## src/rtl/data_mem_arbiter.sv

```systemverilog
// Two-port (CPU/DMA) arbiter in front of a single-ported data memory.
// Each transaction walks IDLE -> ACCESS -> RESP; ties go to a round-robin pointer.
module data_mem_arbiter #(
  parameter int DEPTH = 32,
  parameter int SHIFT = 3
) (
  input  logic        clk,
  input  logic        reset_n,
  input  logic        ReqA,
  input  logic        ReqB,
  input  logic        WeA,
  input  logic        WeB,
  input  logic [31:0] AddrA,
  input  logic [31:0] AddrB,
  input  logic [31:0] WDataA,
  input  logic [31:0] WDataB,
  output logic        AckA,
  output logic        AckB,
  output logic        ErrA,
  output logic        ErrB,
  output logic [31:0] RDataA,
  output logic [31:0] RDataB,
  output logic [31:0] MemAddr,
  output logic [31:0] MemWData,
  output logic        MemWrite,
  output logic        MemRead,
  input  logic [31:0] MemRData,
  output logic [1:0]  dbg_state
);

  // Handshake: a requester holds Req/We/Addr/WData stable from assertion until
  // the single cycle its Ack is 1; Ack is a one-cycle pulse with Err/RData valid.
  typedef enum logic [1:0] {
    IDLE   = 2'd0,
    ACCESS = 2'd1,
    RESP   = 2'd2
  } state_t;

  state_t      state_q, state_d;
  logic        prio_q, prio_d;
  logic        win_q, win_d;
  logic        we_q, we_d;
  logic [31:0] addr_q, addr_d;
  logic [31:0] wdata_q, wdata_d;
  logic        err_q, err_d;
  logic [31:0] rdata_q, rdata_d;

  logic        grant_b;
  logic [31:0] word_idx;
  logic        oor;

  assign dbg_state = state_q;
  assign word_idx  = addr_q >> SHIFT;
  assign oor       = (word_idx >= 32'(DEPTH));

  always_comb begin
    state_d  = state_q;
    prio_d   = prio_q;
    win_d    = win_q;
    we_d     = we_q;
    addr_d   = addr_q;
    wdata_d  = wdata_q;
    err_d    = err_q;
    rdata_d  = rdata_q;
    grant_b  = 1'b0;
    AckA     = 1'b0;
    AckB     = 1'b0;
    ErrA     = 1'b0;
    ErrB     = 1'b0;
    RDataA   = 32'd0;
    RDataB   = 32'd0;
    MemAddr  = 32'd0;
    MemWData = 32'd0;
    MemWrite = 1'b0;
    MemRead  = 1'b0;

    case (state_q)
      IDLE: begin
        if (ReqA || ReqB) begin
          grant_b = ReqB && (!ReqA || prio_q);
          win_d   = grant_b;
          prio_d  = !grant_b;
          we_d    = grant_b ? WeB : WeA;
          addr_d  = grant_b ? AddrB : AddrA;
          wdata_d = grant_b ? WDataB : WDataA;
          err_d   = 1'b0;
          rdata_d = 32'd0;
          state_d = ACCESS;
        end
      end
      ACCESS: begin
        // Strobes are gated by reset_n so a reset landing here never commits a write.
        if (!oor && reset_n) begin
          MemAddr  = addr_q;
          MemWData = wdata_q;
          MemWrite = we_q;
          MemRead  = !we_q;
        end
        err_d   = oor;
        rdata_d = (!we_q && !oor) ? MemRData : 32'd0;
        state_d = RESP;
      end
      RESP: begin
        if (reset_n) begin
          if (win_q) begin
            AckB   = 1'b1;
            ErrB   = err_q;
            RDataB = rdata_q;
          end else begin
            AckA   = 1'b1;
            ErrA   = err_q;
            RDataA = rdata_q;
          end
        end
        state_d = IDLE;
      end
      default: state_d = IDLE;
    endcase
  end

  always_ff @(posedge clk) begin
    if (!reset_n) begin
      state_q <= IDLE;
      prio_q  <= 1'b0;
      win_q   <= 1'b0;
      we_q    <= 1'b0;
      addr_q  <= 32'd0;
      wdata_q <= 32'd0;
      err_q   <= 1'b0;
      rdata_q <= 32'd0;
    end else begin
      state_q <= state_d;
      prio_q  <= prio_d;
      win_q   <= win_d;
      we_q    <= we_d;
      addr_q  <= addr_d;
      wdata_q <= wdata_d;
      err_q   <= err_d;
      rdata_q <= rdata_d;
    end
  end

endmodule

```

## config.mk

```make
export PLATFORM = sky130hd
export DESIGN_NAME = data_mem_arbiter
export DESIGN_NICKNAME = d
export VERILOG_FILES = /design/src/rtl/data_mem_arbiter.sv
export SDC_FILE = /design/constraint.sdc
export NUM_CORES = 1
export LEC_CHECK = 0
export ABC_AREA = 1
export BUFFER_PORTS_ARGS = -buffer_cell sky130_fd_sc_hd__buf_2
export CORE_MARGIN = 4
export CORE_UTILIZATION = 44
export CTS_CLUSTER_SIZE = 25
export DETAILED_ROUTE_END_ITERATION = 8
export PLACE_DENSITY = 0.9
export SKIP_CTS_REPAIR_TIMING = 1
export SKIP_LAST_GASP = 1
export SYNTH_ARGS = -nofsm -noshare
export SYNTH_HDL_FRONTEND = slang
export SYNTH_SLANG_ARGS = --single-unit
```

## constraint.sdc

```tcl
create_clock -name clk -period 1.7 [get_ports clk]
set_input_delay 0.425 -clock clk [delete_from_list [all_inputs] [get_ports clk]]
set_output_delay 0.425 -clock clk [all_outputs]
set_load 0.005 [all_outputs]
```

==> results_dict.tcl, run 1 <==
set metrics [dict create \
    grt.total_usage 0.222 \
    portBuffers 277 \
    critPathLaunch "addr_q[12]" \
    antenna_found_initial 0 \
    fp.dieH_um 117 \
    drc 0 \
    reg2reg_slack_ns 0.11 \
    synth_ff_type "dfxtp_1" \
    htree_levels 3 \
    cts-root-buf "clkbuf_16" \
    setup_ws_ns -0.473 \
    cp_data_arrival_time_ns 1.75 \
    antenna_cells 0 \
    synthAdderAreaFrac 0 \
    place_congestion 0.882 \
    vias 6431 \
    min_period_ns 2.17 \
    async_flop_share 0 \
    ys_seq_area_frac 0.388 \
    final.setup.tns_ns -36.39 \
    fillers 919 \
    cap_violations 0 \
    initial_core_util 0.455 \
    synth_mux_area_frac 0 \
    yosysTopAreaCell "dfxtp_1" \
    nNetsFinal 1263 \
    tritoncts "done" \
    clk_pin_slew_worst_paths_ns 0.07 \
    routed_wl_um 19300 \
    grt_pass1_wl_um 25900 \
    grt_pass1_vias 5500 \
    synth_common_cells "nand2_1 (239), nor2_1 (126), dfxtp_1 (102)" \
    slew_headroom 0.652 \
    final_antenna_net_count 0 \
    path_class "flop to output port" \
    drt-initial-drc-count 791 \
    cts_buffer_depth 2 \
    p_leak_nw 3.72 \
    die-area_um2 13800 \
    synthDistinctLibCells 24 \
    rr_endpoint "addr_q[2]" \
    synthXorXnorAreaFrac 0 \
    placed_cells 1217 \
    stdcell_count 1245 \
    grt_max_degree 67 \
    die_w_um 117 \
    rsz0062_at_grt "yes" \
    synth.avg_cell_area_um2 6.34 \
    wl_per_cell_um 15.5 \
    core_um2 11600 \
    drv_slew 0 \
    skew_ns 0.00657 \
    synth-compound-area-share 0.110 \
    synth_edf_count 0 \
    drive_gt1_frac 0.399 \
    worst_slew_pin_slew_ns 0.522 \
    yosys.area.top_type_share 0.388 \
    dpl.hpwl_um 12000 \
    viasPerCell 5.17 \
    yosysMostFrequentCell "nand2_1" \
    cts_made_buffers 9 \
    min_to "wdata_q[1]" \
    gr-total-overflow 0 \
    holdCritStartpoint "WDataA[1]" \
    p_per_area_nw_per_um2 736 \
    finalPower_mw 5.78 \
    min_path_type "input port to flop" \
    vdd_drop_max_mv 0.623 \
    yosys.area_share.simple 0.339 \
    synth_top_family_by_area "simple AND/OR/NAND/NOR gates" \
    start_kind "flop" \
    fmax_mhz 460 \
    r2r_cells 7 \
    drtPass1Iterations 6 \
    critPathCaptureType "output port" \
    setup_viol 110 \
    period_share 1.28 \
    status "finished, violations left" \
    crit_fanout 20 \
    synth-seq-cells 102 \
    hold_viol_final 0 \
    synthCells 831 \
    yosys_warnings 0 \
    netlist_area_um2 5270 \
    area_growth_pct 49.1 \
    r2r_start "dbg_state[0]" \
    yosys-top-cells-area "dfxtp_1 (39%), nand2_1 (17%), nor2_1 (9.0%)" \
    violations "setup timing" \
    cts_sinks 102 \
    num_rows 39 \
    worstSkewPairLatency_ns 0.34 \
    ioPinCount 302 \
    cp_data_required_time_ns 1.27 \
    hold_depth 3 \
]
[logic make-up (layout without fill, tap and decap cells)]
kind of cell | Yosys count | after routing
simple gates | 437 | 437
buf+inv | 187 | 435
compound gates | 104 | 104
flops | 102 | 102
other cells | 1 | 24
[flip-flops by register name, indices dropped and copies added (netlist names)]
name,cells
we_q,1
rdata_q,32
addr_q,32
err_q,1
dbg_state,2
prio_q,1
wdata_q,32
win_q,1
[routing by layer]
layer,part of all wire,track usage,up-vias
met5,0,0,-
met3,0.095,0.0602,59
met4,0.035,0.0836,0
met2,0.49,0.380,427
li1,-,-,3072
met1,0.38,0.267,2873
[layout make-up]
cell class	count	area, um2	area share
inverter	106	405	0.0516
sequential	102	2050	0.261
clock buffer	12	267	0.0339
clock inverter	4	30.0	0.00382
timing repair buffer	313	1880	0.239
multi-input combinational	565	3040	0.388
tap	143	179	0.0228
[where the power goes]
part	leakage, nW	switching, mW	internal (mW)	total (mW)
clock	0.145	0.901	1.12	2.02
combinational	2.74	0.713	0.422	1.14
sequential	0.836	0.0732	2.55	2.62
[worst max-delay path by stage]
| stage | slack (ns) | to |
|---|---|---|
| after floorplan | 0.08 | MemAddr[0] |
| after global placement | -0.03 | MemWData[11] |
| after detailed placement | -0.10 | MemAddr[6] |
| after CTS | -0.50 | MemAddr[6] |
| after global routing | -0.57 | MemWData[5] |
| final | -0.47 | MemWData[5] |
[through the flow]
step                       util  hold slack, ns  cell area (um2)  setup slack [ns]
final                     0.679           0.336             7850            -0.473
after global routing      0.679           0.326             7850            -0.572
after CTS                 0.609           0.319             7040            -0.495
after detailed placement  0.583           0.442             6740            -0.105
after global placement    0.583           0.437             6740           -0.0328
after floorplan               -           0.427             5360            0.0799
[worst max-delay path, cell delays in order, from the launching register on]
cell	delay [ns]
dfxtp_1	0.31
nor2_1	0.11
nand4_1	0.23
nor2_4	0.20
inv_4	0.07
clkbuf_16	0.19
nor3_2	0.13
buf_2	0.15
[cell usage in the layout (no fill, tap or decap), drive strengths merged]
cell / count
buf: 309
nand2: 239
nor2: 129
inv: 105
dfxtp: 102
a21oi: 67
nor3: 35
nand4: 33
a31oi: 32
conb: 24
clkbuf: 16
clkinv: 4
o21ai: 3
nand3: 1
a211oi: 1
o22ai: 1
clkinvlp: 1
No activity file was read; power rests on OpenSTA's default activity.
==> run 2, diff against run 1 <==
--- a/config.mk
+++ b/config.mk
@@ -12,6 +12,7 @@
 export CTS_CLUSTER_SIZE = 25
 export DETAILED_ROUTE_END_ITERATION = 8
 export PLACE_DENSITY = 0.9
+export RECOVER_POWER = 100
 export SKIP_CTS_REPAIR_TIMING = 1
 export SKIP_LAST_GASP = 1
 export SYNTH_ARGS = -nofsm -noshare
==> results_dict.tcl, run 2 (synthesis results as in run 1) <==
set metrics [dict create \
    die_w_um 117 \
    vdd_drop_max_mv 0.623 \
    core_um2 11600 \
    p_per_area_nw_per_um2 736 \
    num_rows 39 \
    worstSkewPairLatency_ns 0.34 \
    final_cell_mix "buf_2 (275), nand2_1 (239), inv_1 (98), dfxtp_1 (98), a21oi_1 (66)" \
    setup_viol 115 \
    top_regs "addr_q (32), rdata_q (32), wdata_q (32)" \
    die-area_um2 13800 \
    final.setup.tns_ns -39.15 \
    antenna_found_initial 0 \
    critPathCaptureType "output port" \
    fin_util 0.677 \
    gr-total-overflow 0 \
    drt-initial-drc-count 786 \
    ioPinCount 302 \
    portBuffers 277 \
    cts_buffer_depth 2 \
    dpl.hpwl_um 12000 \
    cts-root-buf "clkbuf_16" \
    cp_data_required_time_ns 1.27 \
    routed_wl_um 19300 \
    antenna_cells 0 \
    fmax_mhz 462 \
    clk_pin_slew_worst_paths_ns 0.07 \
    fp.dieH_um 117 \
    violations "setup timing" \
    rsz0062_at_grt "yes" \
    slew_headroom 0.645 \
    start_kind "flop" \
    cp_data_arrival_time_ns 1.74 \
    status "finished, violations left" \
    path_class "flop to output port" \
    cap_violations 0 \
    hold_viol_final 0 \
    wl_per_cell_um 15.5 \
    grt_pass1_wl_um 25900 \
    grt_max_degree 67 \
    grt.total_usage 0.222 \
    period_share 1.27 \
    viasPerCell 5.17 \
    nNetsFinal 1263 \
    drv_slew 0 \
    setup_ws_ns -0.464 \
    drive_gt1_frac 0.397 \
    place_congestion 0.882 \
    min_period_ns 2.16 \
    mostFrequentLayoutCell "buf_2" \
    drc 0 \
    skew_ns 0.00611 \
    tritoncts "done" \
    crit_fanout 8 \
    initial_core_util 0.455 \
    fillers 922 \
    vias 6438 \
    worst_slew_pin_slew_ns 0.533 \
    p_leak_nw 3.71 \
    drtPass1Iterations 6 \
    cts_made_buffers 9 \
    grt_pass1_vias 5500 \
    cts_sinks 102 \
    min_path_type "input port to flop" \
    final_antenna_net_count 0 \
    area_growth_pct 48.7 \
    htree_levels 3 \
]
run 2: where the power goes:
| part | switching (mW) | leakage, nW | total, mW | internal [mW] |
|---|---|---|---|---|
| Combinational | 0.709 | 2.73 | 1.12 | 0.413 |
| Sequential | 0.0738 | 0.836 | 2.62 | 2.55 |
| Clock | 0.898 | 0.145 | 2.01 | 1.12 |
| Total | 1.68 | 3.71 | 5.76 | 4.08 |
run 2: metal layers:
| metal | vias up | part of all wire | GRT usage |
|---|---|---|---|
| met5 | - | 0 | 0 |
| met4 | 0 | 0.033 | 0.0836 |
| met3 | 57 | 0.095 | 0.0602 |
| met2 | 436 | 0.49 | 0.380 |
| met1 | 2871 | 0.38 | 0.267 |
| li1 | 3074 | - | - |
run 2: critical path: stages, from the launching register on:
cell and delay, ns:
dfxtp_1 0.39, inv_2 0.07, nor2_4 0.15, inv_2 0.06
nor3_4 0.21, inv_4 0.10, clkbuf_16 0.20, nor2_2 0.10
buf_2 0.12
run 2: final timing paths:
check	depth (start not counted)	slack, ns	startpoint	to
max	8	-0.46	dbg_state[1]	RDataA[25]
min	3	0.34	WDataA[1]	wdata_q[1]
max reg2reg	7	-0.05	dbg_state[1]	addr_q[2]
min reg2reg	2	0.46	rdata_q[13]	rdata_q[13]
run 2: area by class of cell:
type / count / area, um2 / share of cell area
multi-input combinational: 565 / 3040 / 0.389
sequential: 102 / 2050 / 0.261
timing repair buffer: 313 / 1860 / 0.238
inverter: 106 / 405 / 0.0518
clock buffer: 12 / 267 / 0.0340
tap: 143 / 179 / 0.0228
clock inverter: 4 / 30.0 / 0.00383
run 2: per-stage QoR:
step | instance area (um2) | cells | setup WS [ns] | hold WS, ns | power (mW)
2_1_floorplan | 5360 | 854 | 0.0799 | 0.427 | 3.33
3_3_place_gp | 6740 | 1217 | -0.0328 | 0.437 | 3.67
3_5_place_dp | 6740 | 1217 | -0.105 | 0.442 | 3.69
4_1_cts | 7040 | 1233 | -0.495 | 0.319 | 5.70
5_1_grt | 7830 | 1245 | -0.589 | 0.326 | 6.04
6_report | 7830 | 1245 | -0.464 | 0.336 | 5.76
